$ cat config.mk
export PLATFORM = sky130hd
export DESIGN_NAME = core_bus_arbiter
export DESIGN_NICKNAME = d
export VERILOG_FILES = /design/src/rtl/core_bus_arbiter.sv
export SDC_FILE = /design/constraint.sdc
export NUM_CORES = 1
export LEC_CHECK = 0
export BUFFER_PORTS_ARGS = -buffer_cell sky130_fd_sc_hd__buf_4
export CAP_MARGIN = 20
export CORE_AREA = 4 4 118 120
export DETAILED_ROUTE_END_ITERATION = 16
export DIE_AREA = 0 0 122 124
export GPL_ROUTABILITY_DRIVEN = 1
export PLACE_DENSITY = 0.57
export SLEW_MARGIN = 20
export SYNTH_ARGS = -nofsm -noshare
export SYNTH_HDL_FRONTEND = slang
export SYNTH_SLANG_ARGS = --single-unit
$ cat constraint.sdc
create_clock -name clk_i -period 2.5 [get_ports clk_i]
set_input_delay 0.25 -clock clk_i [delete_from_list [all_inputs] [get_ports clk_i]]
set_output_delay 0.25 -clock clk_i [all_outputs]
set_load 0.01 [all_outputs]
$ cat src/rtl/core_bus_arbiter.sv
// ============================================================================
//  Module      : core_bus_arbiter
//  Description : Round-robin arbiter that lets the instruction and data
//                masters (waitrequest-only) share one pipelined Avalon-MM
//                slave that uses readdatavalid. It allows one outstanding
//                transaction and applies a timeout to read responses.
//  Revision    : 1.0 - initial release
// ============================================================================
`default_nettype none

module core_bus_arbiter #(
  parameter int AW      = 32,
  parameter int DW      = 32,
  parameter int TIMEOUT = 255
) (
  input  logic            clk_i,
  input  logic            rst_ni,
  // instruction master
  input  logic            ibus_read_i,
  input  logic            ibus_write_i,
  input  logic [AW-1:0]   ibus_address_i,
  input  logic [DW-1:0]   ibus_writedata_i,
  input  logic [DW/8-1:0] ibus_byteenable_i,
  output logic [DW-1:0]   ibus_readdata_o,
  output logic            ibus_waitrequest_o,
  // data master
  input  logic            dbus_read_i,
  input  logic            dbus_write_i,
  input  logic [AW-1:0]   dbus_address_i,
  input  logic [DW-1:0]   dbus_writedata_i,
  input  logic [DW/8-1:0] dbus_byteenable_i,
  output logic [DW-1:0]   dbus_readdata_o,
  output logic            dbus_waitrequest_o,
  // shared slave
  output logic            s_read_o,
  output logic            s_write_o,
  output logic [AW-1:0]   s_address_o,
  output logic [DW-1:0]   s_writedata_o,
  output logic [DW/8-1:0] s_byteenable_o,
  input  logic            s_waitrequest_i,
  input  logic [DW-1:0]   s_readdata_i,
  input  logic            s_readdatavalid_i,
  output logic            timeout_err_o
);

  // Counter is at least 8 bits and always wide enough to hold TIMEOUT.
  localparam int              CW          = ($clog2(TIMEOUT + 1) > 8) ? $clog2(TIMEOUT + 1) : 8;
  localparam logic [CW-1:0]   C_TO_COUNT  = CW'(TIMEOUT);
  localparam logic [DW-1:0]   C_TO_DATA   = DW'(32'hDEAD_BEEF);
  localparam logic            C_M_IBUS    = 1'b0;
  localparam logic            C_M_DBUS    = 1'b1;

  typedef enum logic [1:0] {
    ST_IDLE   = 2'd0,
    ST_GRANT  = 2'd1,
    ST_RDWAIT = 2'd2
  } state_e;

  state_e        state_q, state_d;
  logic          owner_q, owner_d;
  logic          last_q,  last_d;
  logic [CW-1:0] cnt_q,   cnt_d;

  logic            ireq, dreq, any_req;
  logic            own_rd, own_wr, own_req;
  logic [AW-1:0]   own_addr;
  logic [DW-1:0]   own_wdata;
  logic [DW/8-1:0] own_be;
  logic [CW-1:0]   cnt_inc;

  // Combinational response for whichever master currently owns the slave.
  logic            own_wait;
  logic [DW-1:0]   own_rdata;
  logic            done;

  // On a tie the master that was not granted last wins; otherwise the sole requester wins.
  function automatic logic pick(input logic i_req, input logic d_req, input logic last);
    if (i_req && d_req) return ~last;
    return d_req;
  endfunction

  assign ireq    = ibus_read_i | ibus_write_i;
  assign dreq    = dbus_read_i | dbus_write_i;
  assign any_req = ireq | dreq;

  assign own_rd    = (owner_q == C_M_DBUS) ? dbus_read_i       : ibus_read_i;
  assign own_wr    = (owner_q == C_M_DBUS) ? dbus_write_i      : ibus_write_i;
  assign own_addr  = (owner_q == C_M_DBUS) ? dbus_address_i    : ibus_address_i;
  assign own_wdata = (owner_q == C_M_DBUS) ? dbus_writedata_i  : ibus_writedata_i;
  assign own_be    = (owner_q == C_M_DBUS) ? dbus_byteenable_i : ibus_byteenable_i;
  assign own_req   = own_rd | own_wr;
  assign cnt_inc   = cnt_q + CW'(1);

  // Next-state, slave request mirroring and owner response generation.
  always_comb begin
    state_d        = state_q;
    owner_d        = owner_q;
    last_d         = last_q;
    cnt_d          = cnt_q;
    s_read_o       = 1'b0;
    s_write_o      = 1'b0;
    s_address_o    = '0;
    s_writedata_o  = '0;
    s_byteenable_o = '0;
    timeout_err_o  = 1'b0;
    own_wait       = 1'b1;
    own_rdata      = '0;
    done           = 1'b0;

    case (state_q)
      ST_IDLE: begin
        if (any_req) begin
          state_d = ST_GRANT;
          owner_d = pick(ireq, dreq, last_q);
        end
      end

      ST_GRANT: begin
        // Read+write together is treated as a write.
        s_write_o      = own_wr;
        s_read_o       = own_rd & ~own_wr;
        s_address_o    = own_addr;
        s_writedata_o  = own_wdata;
        s_byteenable_o = own_be;
        if (!own_req) begin
          // Owner withdrew before being served: release the grant.
          state_d = ST_IDLE;
        end else if (!s_waitrequest_i) begin
          if (own_wr) begin
            own_wait = 1'b0;
            done     = 1'b1;
          end else begin
            state_d = ST_RDWAIT;
            cnt_d   = '0;
          end
        end
      end

      ST_RDWAIT: begin
        if (s_readdatavalid_i) begin
          own_wait  = 1'b0;
          own_rdata = s_readdata_i;
          done      = 1'b1;
        end else if (cnt_inc == C_TO_COUNT) begin
          own_wait      = 1'b0;
          own_rdata     = C_TO_DATA;
          timeout_err_o = 1'b1;
          done          = 1'b1;
        end else begin
          cnt_d = cnt_inc;
        end
      end

      default: begin
        state_d = ST_IDLE;
      end
    endcase

    // Completion re-arbitrates at once, using the owner as the new last grant.
    if (done) begin
      last_d = owner_q;
      if (any_req) begin
        state_d = ST_GRANT;
        owner_d = pick(ireq, dreq, owner_q);
      end else begin
        state_d = ST_IDLE;
      end
    end

    ibus_waitrequest_o = 1'b1;
    dbus_waitrequest_o = 1'b1;
    ibus_readdata_o    = '0;
    dbus_readdata_o    = '0;
    if (owner_q == C_M_DBUS) begin
      dbus_waitrequest_o = own_wait;
      dbus_readdata_o    = own_rdata;
    end else begin
      ibus_waitrequest_o = own_wait;
      ibus_readdata_o    = own_rdata;
    end
  end

  // State, ownership, round-robin history and timeout counter registers.
  always_ff @(posedge clk_i or negedge rst_ni) begin
    if (!rst_ni) begin
      state_q <= ST_IDLE;
      owner_q <= C_M_IBUS;
      last_q  <= C_M_IBUS;
      cnt_q   <= '0;
    end else begin
      state_q <= state_d;
      owner_q <= owner_d;
      last_q  <= last_d;
      cnt_q   <= cnt_d;
    end
  end

endmodule

`default_nettype wire

==> results_dict.tcl, run 1 <==
set metrics [dict create \
    crit_path_max_fanout 49 \
    clock.fmax_mhz 391.5 \
    hp-class "in -> async" \
    slew_headroom 0.5359 \
    utilization 0.4028 \
    viasPerCell 4.376 \
    io_buffers 312 \
    drv_slew 0 \
    ir_worst_vdd_mv 0.3845 \
    cp_top_family "compound AO/OA/AOI/OAI gates" \
    syn_nets 543 \
    worstMarginPinSlew_ns 0.6962 \
    violations "setup timing" \
    netlist_instances 362 \
    crit_arrival_ns 2.30 \
    fillCellCount 1314 \
    crit_type "reg -> out" \
    powerDensity_nw_per_um2 772.0 \
    synth_compound_area_frac 0.2546 \
    power_w 0.004036 \
    slowest_delay_ns 0.40 \
    antenna_found_initial 0 \
    yosysWarnings 0 \
    dp_worst_setup_slack_ns 0.1025 \
    slowest_stage "a2111oi_4" \
    p_leak_nw 2.866 \
    dr.pass1.iters 4 \
    drc 0 \
    die_w_um 122 \
    clock_latency_ns 0.24 \
    wl_per_cell_um 15.23 \
    synth_edf_count 0 \
    dieArea_um2 15130 \
    crit_chain "ha_4 > nand3_2 > or3_4 > a2111oi_4 > nand2b_2 > buf_12 > a21boi_0 > buf_4" \
    grt.total_usage 0.1452 \
    dpl.hpwl_um 10870 \
    synth_area_um2 2541 \
    drt-total-wl_um 12760 \
    fp.dieH_um 124 \
    fin_nets 844 \
    finalHoldViolCount 0 \
    path_buf_inv 2 \
    layout.area.seq_um2 304.0 \
    synth_seq_cells 12 \
    cts_setup_buffers 0 \
    antennaDiodeCount 0 \
    cp-start-kind "flip-flop" \
    crit_path_end_kind "primary output" \
    gp_congestion 0.8307 \
    max_cap_viol_count 0 \
    grt_pass1_wl_um 17980 \
    synth-adder-area-share 0.02462 \
    rsz0062_at_grt "yes" \
    area_growth_pct 105.8 \
    vias 3667 \
    synth-simple-area-share 0.2452 \
    syn_area_per_cell_um2 7.020 \
    rr_worst_depth 5 \
    outcome "finished with violations" \
    synth_flop_cell "dfrtp_1" \
    fin_worst_skew_ns 0.004240 \
    clk_pin_slew_ns 0.05 \
    grt_pass1_vias 3466 \
    cts_max_level 1 \
    synth-async-reset-ratio 1.000 \
    core_area_um2 12980 \
    ioPinCount 313 \
    clockBufferDepth 2 \
    fin_crit_ns 2.554 \
    initial_core_util 0.1958 \
    row_count 42 \
    cts-root-buf "clkbuf_16" \
    dr.first_iter.drc_count 95 \
    grt_overflow 0 \
    cp_num_cells 8 \
    numCtsBuffers 3 \
    clock_sinks 12 \
    post-route-period-util 1.022 \
    fin_ws_ns -0.05448 \
    drtAntennaViolNets 0 \
    cts_tree "built" \
    seq_area_frac_synth 0.1182 \
    synthDistinctLibCells 48 \
    crit_required_ns 2.25 \
    grt_max_degree 70 \
    yosys-mux-area-fraction 0.2806 \
    setup_viol 33 \
    drive_gt1_frac 0.5378 \
    synth_top_family_by_area "multiplexers" \
    multi_input_area_um2 2108 \
    synthXorXnorAreaFrac 0.01034 \
]
sequential cells by signal, indices dropped and copies added, names as in the netlist:
| register | flops |
|---|---|
| cnt_q | 8 |
| last_q | 1 |
| owner_q | 1 |
| state_q | 2 |
synthesized netlist by cell type (2+ instances only):
cell type | n | area (um^2)
a211oi_1 | 3 | 22.52
a21boi_0 | 24 | 180.2
a21oi_1 | 18 | 90.09
a21oi_2 | 9 | 78.83
and2_1 | 11 | 68.82
and3_1 | 9 | 56.30
buf_1 | 5 | 18.77
buf_2 | 3 | 15.01
buf_6 | 2 | 22.52
clkbuf_1 | 21 | 78.83
dfrtp_1 | 12 | 300.3
ha_1 | 5 | 62.56
inv_1 | 7 | 26.28
mux2_2 | 2 | 22.52
mux2i_1 | 69 | 690.7
nand2_1 | 30 | 112.6
nand2b_1 | 2 | 12.51
nand3_1 | 4 | 20.02
nor2_1 | 81 | 304.0
o21a_1 | 2 | 15.01
o21ai_0 | 12 | 60.06
o31ai_1 | 4 | 30.03
xor2_1 | 2 | 17.52
what timing repair did:
action                                  in CTS  in global routing
endpoints found under the hold margin       12                  0
pin swaps                                    1                  1
gates resized for setup                     11                 15
hold buffers                                 1                  0
endpoints found under the setup margin      48                 76
logic make-up after synthesis:
| logic type | count (synthesis) |
|---|---|
| mux | 71 |
| compound gates | 88 |
| flops | 12 |
| simple gates | 143 |
| buf+inv | 40 |
| fa+ha+maj | 5 |
| xor+xnor | 3 |
placed cells by master (no fill, tap or decap), types with 2 or more instances in the layout:
cell and count:
a211oi_1 3, a21boi_0 6, a21boi_1 16, a21boi_2 2
a21oi_1 17, a21oi_2 10, and2_1 11, and3_1 9
buf_4 324, clkbuf_16 3, dfrtp_1 11, ha_1 4
inv_1 7, mux2_2 2, mux2i_1 69, nand2_1 30
nand2b_1 2, nand3_1 3, nor2_1 81, o21a_1 2
o21ai_0 12, o31ai_1 4, xor2_1 2
path summary, 6_finish.rpt:
kind	from	endpoint	slack [ns]
setup / recovery	cnt_q[0]	dbus_readdata_o[27]	-0.05
hold / removal	rst_ni	cnt_q[1]	0.39
setup reg to reg	owner_q	cnt_q[5]	0.25
hold reg to reg	cnt_q[7]	cnt_q[7]	0.51
max in group asynchronous	rst_ni	owner_q	1.93
min in group clk_i	ibus_write_i	owner_q	0.43
layout make-up:
| cell class | instances | share of cell area |
|---|---|---|
| repair buffers | 327 | 0.4731 |
| multi-input cells | 310 | 0.4032 |
| flip-flops and latches | 12 | 0.05815 |
| well taps | 176 | 0.04212 |
| clock buffers | 4 | 0.01699 |
| inverters | 9 | 0.006461 |
per-layer routing:
metal / GRT usage / share of wire / vias to the layer above
met3: 0.04314 / 0.11 / 5
met1: 0.1688 / 0.37 / 1599
li1: - / - / 1866
met4: 0.01541 / 0.0054 / 0
met5: 0 / 0 / -
met2: 0.2718 / 0.52 / 197
power by group:
part	internal, W	leakage [nW]	switching (W)	total (W)
Clock	0.000241	0.0442	0.0000812	0.000322
Combinational	0.00163	2.66	0.00180	0.00342
Sequential	0.000247	0.158	0.0000424	0.000290
Total	0.00212	2.87	0.00192	0.00404
metrics by stage:
step	TNS [ns]	std cells	cell area [um^2]	hold WS (ns)
after global placement	0	833	5090	0.09871
after global routing	-5.588	838	5229	0.4150
after detailed placement	0	833	5090	0.1004
after floorplan	0	362	2541	-0.04559
after CTS	-0.2124	838	5196	0.3902
final	-0.5173	838	5229	0.3868
No activity file was read; power rests on OpenSTA's default activity.
==> run 2: changes to the inputs <==
Settings changed: CORE_AREA 4 4 118 120 to 2 2 123 125, DIE_AREA 0 0 122 124 to 0 0 125 127, PLACE_DENSITY 0.57 to 0.53.
==> run 2 against run 1 <==
  * The flow still finishes with violations (setup timing)
  * Worst hold slack better by 0.0054 ns
  * Worst setup slack got worse by 0.013 ns
  * Routed wire length grew 1.0%
  * Total power rose by 1.2%
  * First-iteration DRC count rose by 9.5%
  * Die area increased by 4.9%
  * Global-route usage decreased by 0.11 points
  * Non-clock buffer count grew 1
  * Register-to-register slack is essentially flat
  * Critical path depth did not move
  * Sequential share of layout area decreased by 0.081 points
==> results_dict.tcl, run 2 (synthesized netlist as in run 1, its figures left out) <==
set metrics [dict create \
    comb_power_share 0.848 \
    p_leak_nw 2.887 \
    setup_viol 48 \
    internal-power_w 0.002121 \
    fin_worst_skew_ns 0.002501 \
    largest_reg_flops 8 \
    largest-register "cnt_q" \
    dieArea_um2 15880 \
    die_w_um 125 \
    numCtsBuffers 3 \
    rsz0062_at_grt "yes" \
    cts_tree "built" \
    drt-total-wl_um 12890 \
    area_growth_pct 108.7 \
    antennaDiodeCount 0 \
    vias 3821 \
    grt_max_degree 75 \
    clk_pin_slew_ns 0.04 \
    dpl.hpwl_um 10850 \
    core_area_um2 14420 \
    drc 0 \
    max_cap_viol_count 0 \
    cts-root-buf "clkbuf_16" \
    crit_arrival_ns 2.32 \
    slowest_stage "a2111oi_4" \
    clock_sinks 12 \
    fin_crit_ns 2.568 \
    worstMarginPinSlew_ns 0.8541 \
    r2r-end "cnt_q[3]" \
    fin_ws_ns -0.06785 \
    wl_per_cell_um 15.22 \
    finalHoldViolCount 0 \
    row_count 44 \
    crit_path_max_fanout 25 \
    io_buffers 312 \
    rrSetupSlack_ns 0.24 \
    crit_type "reg -> out" \
    dr.pass1.iters 6 \
    final_common_cell "buf_4" \
    crit_chain "ha_4 > nand3_4 > or3_4 > a2111oi_4 > nand2b_4 > buf_12 > a21boi_0 > buf_4" \
    clock.fmax_mhz 389.4 \
    viasPerCell 4.511 \
    hp-class "in -> async" \
    clock_latency_ns 0.24 \
    drv_slew 0 \
    ir_worst_vdd_mv 0.6358 \
    crit_required_ns 2.25 \
    p_switching_w 0.001962 \
    drive_gt1_frac 0.5490 \
    startpoint "cnt_q[0]" \
    gp_congestion 0.8781 \
    multi_input_area_um2 2148 \
    slew_headroom 0.4306 \
    grt.total_usage 0.1441 \
    cp-start-kind "flip-flop" \
    grt_overflow 0 \
    largestRegisters "cnt_q (8), state_q (2)" \
    fin_cells 847 \
    outcome "finished with violations" \
    slowest_delay_ns 0.46 \
    rr_worst_depth 5 \
    violations "setup timing" \
    reg2reg_from "owner_q" \
    initial_core_util 0.1762 \
    cts_max_level 1 \
    powerDensity_nw_per_um2 770.0 \
    drtAntennaViolNets 0 \
    grt_pass1_vias 3658 \
    crit_path_end_kind "primary output" \
    grt_pass1_wl_um 19020 \
    seqPwrFrac 0.072 \
    dr.first_iter.drc_count 104 \
    place_inst 839 \
    layout_common_cells "buf_4 (325), nor2_1 (81), mux2i_1 (69)" \
    fp.dieH_um 127 \
    layout.area.seq_um2 304.0 \
    clockPowerShare 0.080 \
    antenna_found_initial 0 \
    fillCellCount 1482 \
    hold_slack_ns 0.3922 \
    post-route-period-util 1.027 \
    fin_nets 845 \
    p_sw_frac 0.4806 \
    ioPinCount 313 \
    clockBufferDepth 2 \
]
[run 2: timing repair]
| item | CTS | global route |
|---|---|---|
| buffers inserted | 2 | 0 |
| endpoints found under the setup margin | 49 | 51 |
| endpoints found under the hold margin | 12 | 0 |
| cloned | 1 | 0 |
| resized for setup | 22 | 17 |
| hold buffers | 1 | 0 |
| pin swaps | 1 | 1 |
[run 2: metrics by stage]
step	util	setup WS, ns	total power (W)	cell area [um^2]	TNS, ns
after floorplan	-	0.08900	0.002202	2541	0
after global placement	0.3525	0.1484	0.003724	5085	0
after detailed placement	0.3525	0.05718	0.003772	5085	0
after CTS	0.3635	-0.02754	0.004119	5243	-0.3304
after global routing	0.3676	-0.1831	0.004382	5303	-7.431
final	0.3676	-0.06785	0.004083	5303	-1.751
[run 2: power groups by stage]
| stage | clock network (W) | logic (W) | registers (W) |
|---|---|---|---|
| after floorplan | 0 | 0.00193 | 0.000268 |
| after global placement | 0 | 0.00343 | 0.000290 |
| after detailed placement | 0 | 0.00348 | 0.000293 |
| after CTS | 0.000334 | 0.00349 | 0.000291 |
| after global routing | 0.000341 | 0.00374 | 0.000303 |
| final | 0.000326 | 0.00346 | 0.000295 |
[run 2: critical path: cells and delay by family (launching register included)]
| family | cells | cell delay, ns |
|---|---|---|
| compound gates | 2 | 0.62 |
| simple gates | 3 | 0.56 |
| flops | 1 | 0.39 |
| buf+inv | 2 | 0.33 |
| fa+ha+maj | 1 | 0.18 |
[run 2: worst max path at each step]
stage          slack, ns                  end  depth (start not counted)
2_1_floorplan       0.09  dbus_readdata_o[10]                          7
3_3_place_gp        0.15   dbus_readdata_o[0]                          8
3_5_place_dp        0.06   dbus_readdata_o[1]                          8
4_1_cts            -0.03  dbus_readdata_o[25]                          8
5_1_grt            -0.18  dbus_readdata_o[10]                          8
6_report           -0.07  dbus_readdata_o[10]                          8
[run 2: layout make-up]
type | count | area share
clock buffer | 4 | 0.01675
inverter | 9 | 0.006371
multi-input combinational | 310 | 0.4051
sequential | 12 | 0.05734
tap | 184 | 0.04342
timing repair buffer | 328 | 0.4710
[run 2: layer usage]
metal | wire, um | vias to the layer above | global-route usage
met5 | 0 | - | 0
met3 | 1140 | 10 | 0.03392
met4 | 179 | 0 | 0.02418
li1 | - | 1869 | -
met1 | 4896 | 1719 | 0.1649
met2 | 6677 | 223 | 0.2759
==> run 3: changes to the inputs <==
Settings changed: CORE_AREA 2 2 123 125 to 2 2 120 122, DIE_AREA 0 0 125 127 to 0 0 122 124, PLACE_DENSITY 0.53 to 0.55.
Clock period 2.5 ns to 3.2 ns, I/O delays scaled along.
==> run 3 against run 2 <==
  * The run now ends clean
  * Via count decreased by 0.84%
  * Utilization is 0.60 points higher
  * Global-route usage up 0.10 points
  * Critical path depth unchanged
  * Register-to-register slack gained 0.41 ns
  * Worst setup slack better by 0.26 ns
  * Clock power is 27% lower
  * Worst hold slack gained 0.064 ns
==> results_dict.tcl, run 3 (synthesized netlist as in run 1, its figures left out) <==
set metrics [dict create \
    grt_pass1_wl_um 17660 \
    grt_pass1_vias 3512 \
    crit_chain "ha_1 > nand3_1 > or3_4 > a2111oi_4 > nand2b_2 > buf_4 > a21boi_0 > buf_4" \
    grt_overflow 0 \
    hp-class "in -> async" \
    row_count 43 \
    slowest_delay_ns 0.43 \
    vias 3789 \
    post-route-period-util 0.9405 \
    startpoint "cnt_q[0]" \
    clock.fmax_mhz 332.3 \
    grt_max_degree 70 \
    setup_viol 0 \
    fin_crit_ns 3.010 \
    max_cap_viol_count 0 \
    largest-register "cnt_q" \
    crit_required_ns 2.88 \
    cts-root-buf "clkbuf_16" \
    gp_congestion 0.8243 \
    clk_pin_slew_ns 0.05 \
    clock_sinks 12 \
    fin_worst_skew_ns 0.006515 \
    finalHoldViolCount 0 \
    viasPerCell 4.532 \
    drc 0 \
    outcome "complete, no violations" \
    slowest_stage "dfrtp_1" \
    ioPinCount 313 \
    initial_core_util 0.1852 \
    slew_headroom 0.3815 \
    cts_tree "built" \
    path_buf_inv 2 \
    crit_arrival_ns 2.69 \
    p_leak_nw 2.813 \
    antenna_found_initial 0 \
    cts_resized 0 \
    crit_type "reg -> out" \
    path_common_cell "buf_4" \
    drv_slew 0 \
    dr.first_iter.drc_count 116 \
    drtAntennaViolNets 0 \
    layout_common_cells "buf_4 (320), nor2_1 (81), mux2i_1 (69)" \
    dieArea_um2 15130 \
    fin_nets 838 \
    clockBufferDepth 2 \
    cp_top_family "compound AO/OA/AOI/OAI gates" \
    hold_slack_ns 0.4560 \
    clock_latency_ns 0.25 \
    largest_reg_flops 8 \
    crit_path_end_kind "primary output" \
    rsz0062_at_grt "no" \
    area_growth_pct 101.7 \
    worstMarginPinSlew_ns 0.9277 \
    drt-total-wl_um 12910 \
    largestRegisters "cnt_q (8), state_q (2)" \
    ir_worst_vdd_mv 0.3466 \
    reg2reg_from "owner_q" \
    drive_gt1_frac 0.5229 \
    crit_path_max_fanout 49 \
    numCtsBuffers 3 \
    die_w_um 122 \
    cts_max_level 1 \
    dpl.hpwl_um 10750 \
    antennaDiodeCount 0 \
    fp.dieH_um 124 \
    dr.pass1.iters 4 \
    cp-start-kind "flip-flop" \
    powerDensity_nw_per_um2 606.3 \
    wl_per_cell_um 15.44 \
    final_common_cell "buf_4" \
    io_buffers 312 \
    grt.total_usage 0.1451 \
    core_area_um2 13720 \
    tns_ns 0 \
]
## run 3: cell count changes in the layout (fill, tap and decap cells not counted), sizes merged
cell  change
buf       -7
## run 3: final cells by class
type                    instances  area, um^2
clock buffers                   4       78.83
fillers                      1420        8593
inverters                       9       33.78
multi-input cells             310        2072
flip-flops and latches         12       304.0
well taps                     180       225.2
repair buffers                321        2412
## run 3: layer usage
layer  routed length (um)  up-vias  part of all wire  GRT usage
li1                     -     1858                 -          -
met1                 4957     1677              0.38     0.1702
met2                 6679      237              0.52     0.2762
met3                 1121       17             0.087    0.02427
met4                  148        0             0.011    0.03017
met5                    0        -                 0          0
## run 3: final timing paths
path	endpoint	slack (ns)	depth (start not counted)
worst max register to register	state_q[0]	0.65	6
worst max-delay path	dbus_readdata_o[21]	0.19	8
worst min-delay path	cnt_q[6]	0.46	2
worst min register to register	cnt_q[7]	0.52	1
max in group asynchronous	owner_q	2.56	2
min in group clk_i	cnt_q[7]	0.52	1
## run 3: power breakdown
group          internal (W)  switching, W
logic               0.00125       0.00138
registers          0.000193     0.0000462
clock network      0.000168     0.0000703
## run 3: repair_timing
action | CTS | global route
hold buffers | 1 | 0
hold endpoints to repair | 12 | 0
setup buffers | 0 | 2
setup endpoints to repair | 0 | 47
## run 3: worst register-to-register path: stages, from the launching register on
cell	delay, ns
dfrtp_4	0.48
buf_4	0.60
mux2i_1	0.39
nor2_1	0.14
a311oi_1	0.47
o31ai_1	0.13
a221oi_1	0.24
## run 3: metrics by stage
stage	instance area [um^2]	utilization	total power, W	cells	worst slack (ns)
floorplan	2541	-	0.001721	362	0.7190
global placement	5022	0.3661	0.002854	829	0.5046
detailed placement	5022	0.3661	0.002878	829	0.3699
CTS	5111	0.3725	0.003132	834	0.07774
global route	5126	0.3736	0.003338	836	0.01903
finish	5126	0.3736	0.003108	836	0.1903
